### config.mk
export PLATFORM = sky130hd
export DESIGN_NAME = ns_rr_arbiter
export DESIGN_NICKNAME = d
export VERILOG_FILES = /design/src/rtl/ns_arb_pkg.sv /design/src/rtl/ns_1hot2bin.sv /design/src/rtl/ns_rr_arbiter.sv
export SDC_FILE = /design/constraint.sdc
export NUM_CORES = 1
export LEC_CHECK = 0
export CAP_MARGIN = 20
export CORE_MARGIN = 10
export CORE_UTILIZATION = 25
export DETAILED_ROUTE_END_ITERATION = 10
export SLEW_MARGIN = 20
export SYNTH_ARGS = -nofsm -noshare
export SYNTH_HDL_FRONTEND = slang
export SYNTH_SLANG_ARGS = --single-unit
### constraint.sdc
create_clock -name clk -period 3.45 [get_ports clk]
set_input_delay 0.5175 -clock clk [delete_from_list [all_inputs] [get_ports clk]]
set_output_delay 0.5175 -clock clk [all_outputs]
set_load 0.05 [all_outputs]
### src/rtl/ns_arb_pkg.sv
// Shared arbiter types and the round-robin pick helper.
// Latency: n/a (package only).
// Backpressure: n/a.
package ns_arb_pkg;

  // Widest requester vector the pick helper handles.
  localparam int unsigned MAX_REQ = 32;

  typedef enum logic {
    IDLE = 1'b0,
    BUSY = 1'b1
  } arb_state_e;

  // Index width for an n-entry one-hot vector, never below one bit.
  function automatic int unsigned idx_w(input int unsigned n);
    return (n > 1) ? $clog2(n) : 1;
  endfunction

  // First set bit of req scanning ptr, ptr+1, ... modulo n; one-hot result.
  // Bits at or above n are never set in the result.
  function automatic logic [MAX_REQ-1:0] rr_pick(input logic [MAX_REQ-1:0] req,
                                                 input int unsigned       n,
                                                 input int unsigned       ptr);
    logic [MAX_REQ-1:0] gnt;
    logic               found;
    int unsigned        idx;
    gnt   = '0;
    found = 1'b0;
    for (int unsigned k = 0; k < MAX_REQ; k++) begin
      if ((k < n) && !found) begin
        idx = ptr + k;
        if (idx >= n) idx = idx - n;
        if (req[idx]) begin
          gnt[idx] = 1'b1;
          found    = 1'b1;
        end
      end
    end
    return gnt;
  endfunction

endpackage

### src/rtl/ns_1hot2bin.sv
// One-hot to binary encoder; all-zero input encodes to 0.
// Latency: combinational.
// Backpressure: none.
module ns_1hot2bin #(
  parameter  int ONE_HOT_WIDTH = 4,
  localparam int BIN_WIDTH     = (ONE_HOT_WIDTH > 1) ? $clog2(ONE_HOT_WIDTH) : 1
) (
  input  logic [ONE_HOT_WIDTH-1:0] one_hot,
  output logic [BIN_WIDTH-1:0]     bin
);

  // OR together the indices of set bits; exact for zero- or one-hot input.
  always_comb begin
    bin = '0;
    for (int i = 0; i < ONE_HOT_WIDTH; i++) begin
      if (one_hot[i]) bin = bin | BIN_WIDTH'(i);
    end
  end

endmodule

### src/rtl/ns_rr_arbiter.sv
// Round-robin locked-grant arbiter with registered one-hot grant and binary owner index.
// Latency: request at edge k is granted at edge k+1; release hands over on the same edge.
// Backpressure: owner keeps the grant while its request stays high; optional preemption
// after HOLD_MAX contended cycles when built with NS_ARB_PREEMPT_EN.
module ns_rr_arbiter
  import ns_arb_pkg::*;
#(
  parameter  int N_REQ    = 4,
  parameter  int HOLD_MAX = 16,
  localparam int IDX_W    = $clog2(N_REQ)
) (
  input  logic             clk,
  input  logic             rst_n,
  input  logic [N_REQ-1:0] req_i,
  output logic [N_REQ-1:0] grant_o,
  output logic             grant_valid_o,
  output logic [IDX_W-1:0] grant_idx_o,
  output logic             preempt_o
);

  arb_state_e         state_q;
  logic [N_REQ-1:0]   grant_q;
  logic [IDX_W-1:0]   ptr_q;

  logic [N_REQ-1:0]   cand_mask;
  logic [MAX_REQ-1:0] pick_full;
  logic [N_REQ-1:0]   pick;
  logic [IDX_W-1:0]   pick_ptr;
  logic               pick_hi_unused;
  logic               owner_held;
  logic               others_wait;
  logic               preempt_hit;

  assign owner_held  = |(req_i & grant_q);
  assign others_wait = |(req_i & ~grant_q);

`ifdef NS_ARB_PREEMPT_EN
  localparam int HOLD_W = $clog2(HOLD_MAX + 1);

  logic [HOLD_W-1:0] hold_q;
  logic              preempt_q;
  logic              new_grant;

  // Revoke on the contended edge that would bring the count to HOLD_MAX.
  assign preempt_hit = (state_q == BUSY) && owner_held && others_wait &&
                       (hold_q == HOLD_W'(HOLD_MAX - 1));

  assign new_grant = ((state_q == IDLE) && (|pick)) ||
                     ((state_q == BUSY) && !owner_held && (|pick)) ||
                     preempt_hit;

  // Hold counter: restarts on every new grant, counts only contended owner cycles.
  always_ff @(posedge clk or negedge rst_n) begin
    if (!rst_n) begin
      hold_q    <= '0;
      preempt_q <= 1'b0;
    end else begin
      preempt_q <= preempt_hit;
      if (new_grant) begin
        hold_q <= '0;
      end else if ((state_q == BUSY) && owner_held && others_wait) begin
        hold_q <= hold_q + HOLD_W'(1);
      end
    end
  end

  assign preempt_o = preempt_q;
`else
  assign preempt_hit = 1'b0;
  assign preempt_o   = 1'b0;
`endif

  // Candidate set: a preempted owner sits out the re-arbitration edge.
  always_comb begin
    cand_mask = req_i;
    if (preempt_hit) cand_mask = req_i & ~grant_q;
  end

  assign pick_full      = rr_pick(MAX_REQ'(cand_mask), N_REQ, 32'(ptr_q));
  assign pick           = pick_full[N_REQ-1:0];
  assign pick_hi_unused = |pick_full;

  // Pointer moves to the slot just after the winner, wrapping at N_REQ.
  always_comb begin
    pick_ptr = '0;
    for (int i = 0; i < N_REQ; i++) begin
      if (pick[i]) pick_ptr = (i == N_REQ - 1) ? '0 : IDX_W'(i + 1);
    end
  end

  // Arbitration FSM: lock the grant until release (or preemption), hand over with no bubble.
  always_ff @(posedge clk or negedge rst_n) begin
    if (!rst_n) begin
      state_q <= IDLE;
      grant_q <= '0;
      ptr_q   <= '0;
    end else begin
      case (state_q)
        IDLE: begin
          if (|pick) begin
            grant_q <= pick;
            ptr_q   <= pick_ptr;
            state_q <= BUSY;
          end
        end
        BUSY: begin
          if (!owner_held || preempt_hit) begin
            if (|pick) begin
              grant_q <= pick;
              ptr_q   <= pick_ptr;
            end else begin
              grant_q <= '0;
              state_q <= IDLE;
            end
          end
        end
        default: begin
          grant_q <= '0;
          state_q <= IDLE;
        end
      endcase
    end
  end

  assign grant_o       = grant_q;
  assign grant_valid_o = |grant_q;

  ns_1hot2bin #(
    .ONE_HOT_WIDTH(N_REQ)
  ) u_idx_enc (
    .one_hot(grant_q),
    .bin    (grant_idx_o)
  );

  // Grant is never more than one-hot.
  a_grant_onehot0 : assert property (@(posedge clk) disable iff (!rst_n) $onehot0(grant_q));

  // Parameter legality.
  a_param_legal : assert property (@(posedge clk)
    (N_REQ >= 2) && (N_REQ <= int'(MAX_REQ)) && (HOLD_MAX >= 1));

endmodule

Yosys cells after proc, flatten, opt, wreduce, memory -nomap -nowiden
Cells that the tools add are included.
- flip-flop bits (word level): 7
- input bits: 6
- output and inout bits: 8
- logic and storage cells: 89
- $add $sub $neg: 7
- order comparisons: 12
- equality and inequality tests: 2
- muxes and demuxes: 52
- bitwise logic cells: 5
- reductions and logical operators: 8
- operator list (kind ; count):
    $mux 32 ; 7
    $ge 32x1->1 const B ; 4
    $lt 32x6->1 const B ; 4
    $mux 4 ; 10
    $bmux 1 s5 ; 4
    $demux 1 s5 ; 4
    $mux 1 ; 17
    $mux 2 ; 7
    $or 4x4->4 ; 3
    $reduce_or 4->1 ; 3
    $sub 3x3->4 const B ; 3
    $ge 3x3->1 const B ; 3
    $pmux 4 s2 ; 1
    $add 2x2->3 const B ; 2
    $and 4x4->4 ; 1
    $logic_and 1x1->1 ; 4
    $ne 2x2->1 const B ; 2
    $pmux 2 s2 ; 1
    $sub 2x3->4 const B ; 1
    $add 2x1->3 const B ; 1
    $ge 2x3->1 const B ; 1
    $pmux 1 s2 ; 1
    $reduce_and 2->1 ; 1
    $not 1->1 ; 1

Longest topological paths before layout
Gate-level depths: netlist of run 1.
- depth in word-level cells: 30
- gate-level depth with buffers: 10
- mapped depth without buffers: 8

Hierarchy
A second synthesis of run 1 with hierarchy kept.
- cells, all modules: 95
- area, all modules: 864.6 um^2
- by module, submodules not included (module ; times used ; cells each ; area each (um^2) ; sequential area each (um^2)):
    ns_rr_arbiter ; 1 ; 93 ; 852.1 ; 175.2
    ns_1hot2bin ; 1 ; 2 ; 12.5 ; 0.0

Least setup slack after synthesis of run 1
OpenSTA, ideal clock, no wires.
- kind: register to register
- start point: reg ptr_q[0]
- end point: reg grant_q[0], in the netlist grant_o[0]
- library setup time: 128 ps
- arrival time: 2427 ps
- setup slack: 895 ps
- stages on the path, launching flop included: 11
- buffers on the path: 2
- cells stage by stage: dfrtp_1 -> buf_6 -> inv_1 -> ha_1 -> clkbuf_1 -> mux4_2 -> a221o_1 -> a32oi_1 -> o31a_1 -> a41oi_2 -> mux2i_1
- word-level cells in the longest chain between the ends: 21
- elaborated cells on any way between the ends: 68
- those cells by class: add/sub (7); order compare (12); eq/ne (1); mux (39); bitwise (3); reduce/logical (6)
- ends and longest elaborated chain (what ; line ; source):
    start, declared ; ns_rr_arbiter.sv:23 ; logic [IDX_W-1:0] ptr_q;
    start signal, assigned ; ns_rr_arbiter.sv:102 ; ptr_q <= pick_ptr;
    start signal, assigned ; ns_rr_arbiter.sv:110 ; ptr_q <= pick_ptr;
    $add 2x1->3 ; ns_arb_pkg.sv:31 ; idx = ptr + k;
    $sub 3x3->4 or $ge 3x3->1 (tied branches) ; ns_arb_pkg.sv:32 ; if (idx >= n) idx = idx - n;
    $mux 32 ; ns_arb_pkg.sv:32 ;
    $mux 32 ; ns_arb_pkg.sv:30 ; if ((k < n) && !found) begin
    $ge 32x1->1 (not written as such) or $lt 32x6->1 (tied branches) ; ns_arb_pkg.sv:34 ; gnt[idx] = 1'b1;
    $logic_and 1x1->1 (not written as such) ; ns_arb_pkg.sv:34 ;
    $mux 1 (not written as such) ; ns_arb_pkg.sv:34 ;
    $demux 1 s5 ; ns_arb_pkg.sv:34 ;
    [5 not listed] ; n/a ;
    $mux 4 ; ns_arb_pkg.sv:30 ;
    $or 4x4->4 (no source line) ; n/a ;
    $mux 4 ; ns_arb_pkg.sv:33 ; if (req[idx]) begin
    $mux 4 (*) ; ns_arb_pkg.sv:30 ;
    $reduce_or 4->1 ; ns_rr_arbiter.sv:100, ns_rr_arbiter.sv:108 ;
    $mux 4 ; ns_rr_arbiter.sv:108 ; if (|pick) begin
    $mux 4 ; ns_rr_arbiter.sv:107 ; if (!owner_held || preempt_hit) begin
    $pmux 4 s2 ; ns_rr_arbiter.sv:98 ; case (state_q)
    end signal, assigned ; ns_rr_arbiter.sv:101 ; grant_q <= pick;
    end signal, assigned ; ns_rr_arbiter.sv:109 ; grant_q <= pick;
    end, declared ; ns_rr_arbiter.sv:22 ; logic [N_REQ-1:0] grant_q;
Mark *: on every way between the ends. The rest lies on a longest branch, timed or not. The select of a mux whose other input is x is not followed.
A chain may end at the register's enable or synchronous reset.

Worst setup path after layout of run 1
Ends and elaborated chain as after synthesis.

==> results of run 1 <==
## Yosys cell counts (2+ instances only)
library cell | count | share of area [%]
nand2_1 | 9 | 3.8
a21oi_1 | 5 | 2.8
and3_1 | 2 | 1.4
a2111oi_1 | 2 | 2.2
o31a_1 | 2 | 2.0
a211oi_1 | 2 | 1.7
a22oi_1 | 2 | 1.7
o21ai_0 | 4 | 2.2
mux2_2 | 4 | 5.0
mux2i_1 | 2 | 2.2
a31oi_1 | 2 | 1.4
nor2b_1 | 4 | 2.8
dfrtp_1 | 7 | 20
ha_1 | 7 | 9.8
a22o_1 | 2 | 2.0
nor3_1 | 2 | 1.1
nor2_1 | 5 | 2.1
inv_1 | 9 | 3.8
o31ai_1 | 2 | 1.7
o22ai_1 | 3 | 2.1
a221o_1 | 2 | 2.2
mux4_2 | 3 | 7.6
nand3_1 | 3 | 1.7
## layout by cell type, fill, tap and decap left out, types with 2 or more instances in the layout
cell	count
a2111oi_1	2
a211oi_1	2
a21oi_1	5
a221o_1	2
a22o_1	2
a22oi_1	2
a31oi_1	2
and3_1	2
clkbuf_4	3
clkdlybuf4s50_1	12
dfrtp_1	7
ha_1	7
inv_1	9
mux2_2	4
mux2i_1	2
mux4_2	3
nand2_1	9
nand3_1	3
nor2_1	5
nor2b_1	4
nor3_1	2
o21ai_0	4
o22ai_1	3
o31a_1	2
o31ai_1	2
## worst max path at each step
stage / startpoint / endpoint / depth (start not counted)
floorplan: ptr_q[0] / grant_o[0] / 10
global placement: req_i[3] / grant_o[0] / 6
detailed placement: req_i[3] / grant_o[0] / 6
CTS: ptr_q[0] / ptr_q[0] / 8
global route: ptr_q[0] / ptr_q[0] / 8
finish: ptr_q[0] / grant_o[0] / 8
## critical path, stage by stage (launching register included)
cell and delay [ns]:
dfrtp_1 0.65, inv_1 0.19, ha_1 0.50, mux4_2 0.40
a221o_1 0.29, a32oi_1 0.16, o31a_1 0.29, a41oi_2 0.18
mux2i_1 0.15
## routing by layer
metal,track usage [%],part of all wire [%]
met1,8.36,47
met2,11.5,45
met3,3.38,8.2
met4,1.76,0.35
met5,0,0
## stage by stage
stage / instances / setup slack (ns)
6_report: 163 / 0.519
5_1_grt: 163 / 0.305
4_1_cts: 163 / 0.519
3_5_place_dp: 159 / 0.478
3_3_place_gp: 159 / 0.545
2_1_floorplan: 104 / 0.895
## final cells by class
type	count	area [µm²]	area share [%]
clock buffer	4	26.3	2.44
inverter	9	33.8	3.14
multi-input combinational	84	657	61.0
sequential	7	175	16.3
tap	46	57.6	5.34
timing repair buffer	13	128	11.8
## kinds of logic (layout without fill, tap and decap cells)
kind of cell    count (synthesis)  count (layout)
compound gates                 36              36
fa+ha+maj                       7               7
buf+inv                        13              26
flops                           7               7
mux                             9               9
other cells                     1               1
simple gates                   31              31
## flip-flops by register name, indices dropped and copies added (netlist names)
| register | cells |
|---|---|
| ptr_q | 2 |
| grant_o | 4 |
| state_q | 1 |
==> impl.org, run 1 <==
** Logic synthesis
- Of all flip-flops after synthesis, the portion carrying an async set or reset was 100%.
- The number of nets in the synthesized netlist is 117.
- Adder and majority gate portion of the synthesized area :: under 10%
- Most used DFF post-synth :: dfrtp_1
- Netlist area before placement :: slightly below 900 µm²
- The Yosys step of the flow raised 0 warnings.
- After Yosys synthesis, and, or, nand and nor cells account for between 10% and 20% of the synthesized area.
- Fraction of synthesized area in multiplexers :: 14.8%
- A synthesized cell averages 8.59 µm².
- Summing the areas of all compound-gate instances in the mapped netlist gives 30.5% of the synthesized area.
- Largest family of logic cells by synthesized area :: compound AO/OA/AOI/OAI gates
- Instance count of the mapped netlist :: about 100
- Sequential elements use 19.6% of the synthesized area.
- The synthesized netlist devotes 0% of its cell area to XOR and XNOR gates.
- The netlist uses 42 different library cells.
- Number of flops mapped to enable cells by yosys :: 0
- After synthesis the netlist holds a flip-flop and latch count of 7.

** Setup path
- CP startpoint kind :: flip-flop
- Required @ worst endpoint :: 3.58 ns
- In this run the worst path has a maximum fanout of 12.
- The startpoint identified for the worst register-to-register timing path is ptr_q[0].
- Critical path arrival :: 3.06 ns
- Register-to-register setup slack :: 0.52 ns
- Measured in cells, the most critical reg-to-reg path has a length of 8.
- Critical setup path kind :: reg2reg
- The worst setup path is captured at a flip-flop.
- Reg2reg end :: grant_o[0]

** Clock tree
- Maximum count of clock buffers along a single path :: 2
- CTS tree :: done
- Hold bufs inserted after CTS :: 0
- Clock latency on the worst-skew pair, taken at its later pin, is between 0.2 and 0.3 ns.
- Clock tree synthesis selected as its root buffer the cell clkbuf_4.
- CTS Buf Count :: 3
- Clk sinks :: 7
- Buffers added to address setup during post-CTS repair amount to 0.
- CTS built an H-tree with a depth of 1.
- Once the clock tree was built, the resizer swapped 0 gates to a different size.
- Clock-pin slew on the worst setup and hold paths :: ~0.050 ns

** Run status
- The run finished with clean final reports.

** GRT
- The first global-routing pass estimated 3770 µm of wire.
- Entering global routing, the biggest net connects 13 pins.
- Number of global-route vias before repair :: between 800 and 900
- Number of antenna violations at the first check in global routing :: 0
- For this run, the total global-route usage over all layers was measured as under 10%.
- Global route overflow :: 0

** Drt
- DRC violations left :: 0
- 1st-iter DRT viols :: 50
- The detail route stage leaves a number of antenna-violating nets equal to 0.
- Dividing the detail-routed via count by the number of cells gives 5.32.
- Wires add up to about 2300 µm.
- Dividing the detail-routed wire length by the instance count gives about 14 µm.
- DR vias :: a little under 900
- Before antenna repair, the detailed router went through 6 iterations.

** Layout
- Diode insertion count for antenna repair :: 0
- Measured on the finished design, the core utilization comes to a little under a third.
- The post-route netlist has between 10% and 20% of its cells at a drive strength greater than 1.
- For this run, the post-layout net count is 131.
- The layout has about 340 filler cells.
- Final cell area excluding filler cells :: between 0.001 and 0.0015 mm²
- Compared with the post-synthesis result, the final layout area differs by 20.6%.

** Timing
- Transition time at the pin with the least slew margin :: 0.553 ns
- Across all hold checks on the routed design, the worst slack comes to 0.521 ns.
- Clock skew :: around 0.0029 ns
- Setup violations remaining at the end of the flow were counted as 0.
- The routed design could run at a clock period as short as roughly 2.9 ns.
- Headroom to the max-slew limit came out at between 60% and 70%.
- For this run, the top clock speed supported by timing is between 300 and 400 MHz.
- Setup repair after global routing missed its margin :: no
- Crit share post-route :: between 80% and 90%
- The number of slew-limit violations in the final report came to 0.
- The number of hold violations in the final report is 0.
- Post-Route Setup TNS :: 0 ns

** Placement
- During placement, the flow inserted port buffers numbering 12.
- After detailed placement, the total cell area comes to roughly 0.0011 mm².
- Last weighted congestion value of the routability-driven placer :: a little under 0.9
- After legalization and detailed placement, the total HPWL measured about 1700 µm.

** Die
- Die height :: approximately 80 µm
- Row generation in the floorplan step produced 21 rows.
- The core region is 0.00339 mm².
- Starting density of the core :: about a quarter
- Width of the die :: 79.8 µm
- Io pins :: 14
- Total die area :: approximately 0.0064 mm²

** Worst hold path
- The tightest min-delay check is of the in2async type.

** Run
- Number of maximum-capacitance violations :: 0
Power of run 1 is left out: the tool's default activity adds up to more than one toggle a clock period on the data nets, which glitch-free logic cannot reach.
==> run 2, diff against run 1 <==
==> constraint.sdc (replaced) <==
create_clock -name clk -period 2.76 [get_ports clk]
set_input_delay 0.414 -clock clk [delete_from_list [all_inputs] [get_ports clk]]
set_output_delay 0.414 -clock clk [all_outputs]
set_load 0.05 [all_outputs]
==> run 2 against run 1 <==
Sequential cell count is the same. Highest routed layer unchanged. Design area grew 5.1%. Final cell count grew 4.3%.
==> impl.org, run 2 (synthesis gave the netlist of run 1 again) <==
** Run status
- Status :: complete, no violations (unchanged)

** Clock tree
- The H-tree depth is 1 (unchanged).
- The maximum clock insertion buffer count came to 2 (unchanged).
- The CTS tree is done (unchanged).
- Clk sinks :: 7 (unchanged)
- The worst-skew pair later-pin latency is 0.26 ns (was 0.25 ns).
- Clock-pin slew on the worst setup and hold paths :: 0.06 ns (was 0.05 ns)
- CTS Root Cell :: clkbuf_4 (unchanged)
- The number of buffers added by the clock tree synthesis step was 3 (unchanged).

** Die
- Width of the die :: 79.8 µm (unchanged)
- The core area came to 0.00339 mm² (unchanged).
- The effective utilization at floorplan came to 26.4% (unchanged).
- The number of placement rows is 21 (unchanged).
- The total die area was 0.00636 mm² (unchanged).
- The count of boundary I/O pins came to 14 (unchanged).
- Die height :: 79.8 µm (unchanged)

** Drt
- Vias per Instance :: 5.41 (was 5.32)
- The via count of the routed design was 919 (was 867).
- The violation count after the first detailed-routing iteration is 74 (was 50).
- The remaining antenna violation count came to 0 (unchanged).
- Routed WL per cell :: 15.1 µm (was 13.9 µm)
- Drt pass-1 iters :: 4 (was 6)
- The routed wire length was 2560 µm (was 2260 µm).
- The number of design rule violations left after detail routing was 0 (unchanged).

** GRT
- The global route total overflow came to 0 (unchanged).
- Pin count of the biggest net entering global routing :: 12 (was 13)
- The number of global-route vias before repair was 935 (was 823).
- The total routing usage reported by global routing is 8.36% (was 7.14%).
- First-pass GRT wire length :: 4310 µm (was 3770 µm)
- The number of antenna violations at the first check in global routing is 0 (unchanged).

** Layout
- Layout net count :: 138 (was 131)
- Most frequent cells in the layout: clkdlybuf4s50_1, inv_1, nand2_1 (unchanged).
- Diode insertion count for antenna repair :: 0 (unchanged)
- Max FFs per register :: 4 (unchanged)
- The fraction of final layout cells sized beyond drive strength 1 came to 19.4% (was 13.7%).
- Area growth, synth to finish :: 26.8% (was 20.6%)
- Most frequent standard cell in the layout excluding fill and tap cells :: clkdlybuf4s50_1 (unchanged)
- Count of fill cells added during filler insertion :: 355 (was 342)

** Timing
- Setup repair after global routing missed its margin :: no (unchanged)
- Final critical-path required period :: 2.62 ns (was 2.93 ns)
- Max-slew headroom :: 65.9% (was 63.1%)
- Upper clock frequency limit :: 382 MHz (was 341 MHz)
- The number of hold violations in the final report came to 0 (unchanged).
- Crit share post-route :: 94.7% (was 85.0%)
- The slew of the pin with the lowest slew margin is 0.511 ns (was 0.553 ns).
- Setup-failing EPs final :: 0 (unchanged)
- Worst hold margin :: 0.416 ns (was 0.521 ns)
- The final sum of negative setup slack is 0 ns (unchanged).
- Number of max-slew violations in the final report :: 0 (unchanged)
- Clock skew :: 0.00801 ns (was 0.00285 ns)

** Setup path
- Critical setup path kind :: reg2reg (unchanged)
- FF-to-FF path depth :: 7 (was 8)
- The data arrival time of the critical path was 2.78 ns (was 3.06 ns).
- The category of the worst setup path capture point is a flip-flop (unchanged).
- Required @ worst endpoint :: 2.93 ns (was 3.58 ns)
- The startpoint of the worst-slack reg-to-reg timing path was ptr_q[0] (unchanged).
- The cell with the biggest individual delay on the critical path is dfrtp_1 (unchanged).
- The startpoint kind of the worst setup timing path is a flip-flop (unchanged).
- Cell family with most CP delay :: compound AO/OA/AOI/OAI gates (unchanged)
- Stage delay of the slowest cell on the critical path :: 0.48 ns (was 0.65 ns)
- The number of buffers and inverters on the critical path came to 1 (unchanged).
- Reg2reg end :: grant_o[0] (unchanged)
- The reg2reg setup slack is 0.14 ns (was 0.52 ns).
- The worst-path maximum fanout came to 7 (was 12).
- Critical Path, Cell by Cell :: buf_4 -> mux2_2 -> and3_1 -> or3_4 -> o31a_1 -> a41oi_2 -> mux2i_1 (was inv_1 -> ha_1 -> mux4_2 -> a221o_1 -> a32oi_1 -> o31a_1 -> a41oi_2 -> mux2i_1)

** Placement
- The half-perimeter wire length after placement is 2050 µm (was 1740 µm).
- Number of buffers added on ports :: 12 (unchanged)
- Last weighted congestion value of the routability-driven placer :: 0.899 (was 0.880)

** Worst hold path
- The type of the tightest min-delay check is in2async (unchanged).

** Run
- The reported max-cap violation count came to 0 (unchanged).
## run 2: cell types whose count changed in the layout (fill, tap and decap cells not counted)
cell / delta
ha_1: -1
buf_4: +7
ha_2: +1
## run 2: cell type report
class | count | area, µm² | share of cell area [%]
Multi-Input combinational cell | 84 | 659 | 58.2
Timing Repair Buffer | 20 | 180 | 15.9
Sequential cell | 7 | 175 | 15.5
Tap cell | 46 | 57.6 | 5.08
Inverter | 9 | 33.8 | 2.98
Clock buffer | 4 | 26.3 | 2.32
## run 2: per-layer routing
| layer | global-route usage (%) | up-vias | routed length [µm] |
|---|---|---|---|
| met3 | 3.83 | 10 | 194 |
| met1 | 10.1 | 441 | 1120 |
| met5 | 0 | - | 0 |
| met2 | 12.3 | 35 | 1170 |
| met4 | 3.87 | 0 | 75 |
| li1 | - | 433 | - |
## run 2: stage by stage
step	util, %	std cells	instance area (µm²)	setup slack, ns
after floorplan	-	104	893	0.205
after global placement	32.6	166	1100	0.0374
after detailed placement	32.6	166	1100	-0.00718
after CTS	33.3	170	1130	0.148
after global routing	33.4	170	1130	0.0160
final	33.4	170	1130	0.145
## run 2: repair_timing
item	in CTS	in global routing
gates resized for setup	0	1
hold buffers	0	0
endpoints found under the setup margin	0	1
setup buffers	0	0
## run 2: how the worst max path moves through the flow
stage / slack (ns) / end / cells past startpoint / from
floorplan: 0.20 / grant_o[0] / 10 / ptr_q[0]
global placement: 0.04 / grant_o[0] / 6 / req_i[3]
detailed placement: -0.007 / grant_o[0] / 6 / req_i[3]
CTS: 0.15 / grant_o[0] / 7 / ptr_q[0]
global route: 0.02 / grant_o[0] / 7 / ptr_q[0]
finish: 0.14 / grant_o[0] / 7 / ptr_q[0]
## run 2: worst register-to-register path: stages, from the launching register on
cell     delay [ns]
dfrtp_1        0.48
buf_4          0.22
mux2_2         0.39
and3_1         0.19
or3_4          0.38
o31a_1         0.39
a41oi_2        0.25
mux2i_1        0.22
Power of run 2 is left out for the same reason.
==> run 3, diff against run 2 <==
--- a/config.mk
+++ b/config.mk
@@ -9,6 +9,7 @@
 export CORE_MARGIN = 10
 export CORE_UTILIZATION = 25
 export DETAILED_ROUTE_END_ITERATION = 10
+export SETUP_SLACK_MARGIN = 0.05
 export SLEW_MARGIN = 20
 export SYNTH_ARGS = -nofsm -noshare
 export SYNTH_HDL_FRONTEND = slang
==> run 3 against run 2 <==
Worst setup slack improved by 0.079 ns. Non-clock buffer count stayed put. Sequential cell count is the same. Final cell count stayed put. Highest routed layer unchanged.
==> impl.org, run 3 (synthesis gave the netlist of run 1 again) <==
** Run status
- Status: complete, no violations (unchanged).

** Setup path
- The category of the worst setup path capture point is a flip-flop (unchanged).
- Critical setup path kind :: reg2reg (unchanged)
- Required @ worst endpoint :: 2.93 ns (about the same)
- Sum of buffers and inverters on the critical path :: 1 (unchanged)
- CP startpoint kind :: flip-flop (unchanged)
- The data arrival time of the critical path came to 2.70 ns (was 2.78 ns).
- Critical Path, Cell by Cell :: buf_4 -> ha_1 -> nand2b_1 -> and3_1 -> or3_4 -> o31a_1 -> a41oi_2 -> mux2i_1 (was buf_4 -> mux2_2 -> and3_1 -> or3_4 -> o31a_1 -> a41oi_2 -> mux2i_1)
- Cell family with most CP delay :: simple AND/OR/NAND/NOR gates (was compound AO/OA/AOI/OAI gates)
- Peak fanout along the critical path :: 10 (was 7)
- Stage delay of the slowest cell on the critical path :: 0.40 ns (was 0.48 ns)
- Critical Path Slowest Stage Cell :: dfrtp_1 (unchanged)

** Layout
- The final layout net count was 138 (unchanged).
- Diode insertion count for antenna repair :: 0 (unchanged)
- Count of fill cells added during filler insertion :: 356 (was 355)
- Most frequent cells in the layout :: clkdlybuf4s50_1, inv_1, nand2_1 (unchanged)
- The area added between synthesis and finish is 26.9% (was 26.8%).
- The fraction of final layout cells sized beyond drive strength 1 came to 20.2% (was 19.4%).
- Max FFs per register :: 4 (unchanged)
- The post-layout instance area is 0.00113 mm² (about the same).
- The most frequent standard cell in the layout excluding fill and tap cells is clkdlybuf4s50_1 (unchanged).

** GRT
- The met3 demand-to-capacity share in global routing is 3.83% (unchanged).
- Number of antenna violations at the first check in global routing :: 0 (unchanged)
- Global routing met2 resource utilization :: 12.3% (unchanged)
- Most crowded layer after global routing :: met2 (unchanged)
- Number of global-route vias before repair :: 935 (unchanged)
- The global route total overflow was 0 (unchanged).
- All-layer global routing usage :: 8.36% (unchanged)
- The global-route wire length before repair is 4310 µm (unchanged).
- Grt met1 use :: 10.1% (unchanged)
- The maximum number of pins on one net before global-route repair came to 12 (unchanged).

** Drt
- Drt pass-1 iters :: 4 (unchanged)
- Sum of routed wire length over all layers :: 2580 µm (was 2560 µm)
- 1st-iter DRT viols :: 74 (unchanged)
- The via count of the routed design was 925 (was 919).
- The routed length per placed instance is 15.2 µm (was 15.1 µm).
- The number of design rule violations left after detail routing came to 0 (unchanged).
- The remaining antenna violation count was 0 (unchanged).
- Vias per Instance :: 5.44 (was 5.41)

** Die
- Io pins :: 14 (unchanged)
- Width of the die :: 79.8 µm (unchanged)
- Starting density of the core :: 26.4% (unchanged)
- The height of the die was 79.8 µm (unchanged).
- The total die area was 0.00636 mm² (unchanged).
- CORE AREA :: 0.00339 mm² (unchanged)
- The number of placement rows came to 21 (unchanged).

** Clock tree
- The clock transition at the registers of the reported paths was 0.06 ns (about the same).
- The clock tree root driver cell was clkbuf_4 (unchanged).
- Hold bufs inserted after CTS :: 0 (unchanged)
- Maximum count of clock buffers along a single path :: 2 (unchanged)
- CTS tree :: done (unchanged)
- CTS Buf Count :: 3 (unchanged)
- CTS H-tree depth :: 1 (unchanged)
- The clock net sink count was 7 (unchanged).
- The worst-skew pair later-pin latency was 0.26 ns (about the same).

** Timing
- The worst max-slew margin expressed relative to the limit is 65.9% (unchanged).
- The post-route fraction of the period consumed by the critical path was 91.9% (was 94.7%).
- The time the final worst path needs with I/O delays and setup is 2.54 ns (was 2.62 ns).
- Setup repair after global routing missed its margin :: no (unchanged)
- Setup-failing EPs final :: 0 (unchanged)
- The final worst clock skew was 0.00811 ns (was 0.00801 ns).
- Post-Route Setup TNS :: 0 ns (unchanged)
- Transition time at the pin with the least slew margin :: 0.511 ns (about the same)
- Final count of hold timing violations :: 0 (unchanged)
- Number of max-slew violations in the final report :: 0 (unchanged)
- The maximum clock rate came to 394 MHz (was 382 MHz).

** Placement
- Last weighted congestion value of the routability-driven placer :: 0.899 (unchanged)
- Number of buffers added on ports :: 12 (unchanged)
- The half-perimeter wire length after placement was 2050 µm (unchanged).
- The area after detailed placement is 0.00110 mm² (unchanged).

** Run
- Number of maximum-capacitance violations :: 0 (unchanged)

** Worst hold path
- The type of the tightest min-delay check was in2async (unchanged).
==> run 3: per-stage QoR <==
stage	cells	setup slack [ns]	util [%]	hold WS, ns
5_1_grt	170	0.0823	33.4	0.424
3_5_place_dp	166	-0.00718	32.6	0.603
3_3_place_gp	166	0.0374	32.6	0.584
6_report	170	0.224	33.4	0.416
4_1_cts	170	0.148	33.3	0.415
2_1_floorplan	104	0.205	-	0.118
==> run 3: final timing paths <==
kind | from | to | slack [ns] | depth (start not counted)
setup reg to reg | ptr_q[1] | grant_o[0] | 0.22 | 8
hold reg to reg | grant_o[0] | grant_o[0] | 0.61 | 2
min in group clk | grant_o[0] | grant_o[0] | 0.61 | 2
hold / removal | rst_n | grant_o[2] | 0.42 | 1
setup / recovery | ptr_q[1] | grant_o[0] | 0.22 | 8
max in group asynchronous | rst_n | ptr_q[0] | 2.08 | 1
==> run 3: per-layer routing <==
layer	wire length, µm	vias to the layer above
met5	0	-
met4	72	0
met3	200	10
met2	1190	39
met1	1120	443
li1	-	433
==> run 3: what timing repair did <==
action,4_1_cts,5_1_grt
endpoints found under the setup margin,0,4
buffers inserted,0,0
endpoints found under the hold margin,0,0
gates resized for setup,0,2
==> run 3: worst reg2reg max path: cells and delay by family (launching register included) <==
kind	cells	cell delay, ns
AOI/OAI and AO/OA	2	0.59
adders and majority gates	1	0.28
buffers and inverters	1	0.19
DFF	1	0.40
muxes	1	0.22
and+or+nand+nor	3	0.77
==> run 3: final cells by class <==
class                           instances  area [µm²]  area share (%)
Sequential cell                         7         176            15.6
Inverter                                9        33.8            2.98
Multi-Input combinational cell         84         659            58.2
Clock buffer                            4        26.3            2.32
Timing Repair Buffer                   20         180            15.9
Tap cell                               46        57.6            5.08
Power of run 3 is left out for the same reason.
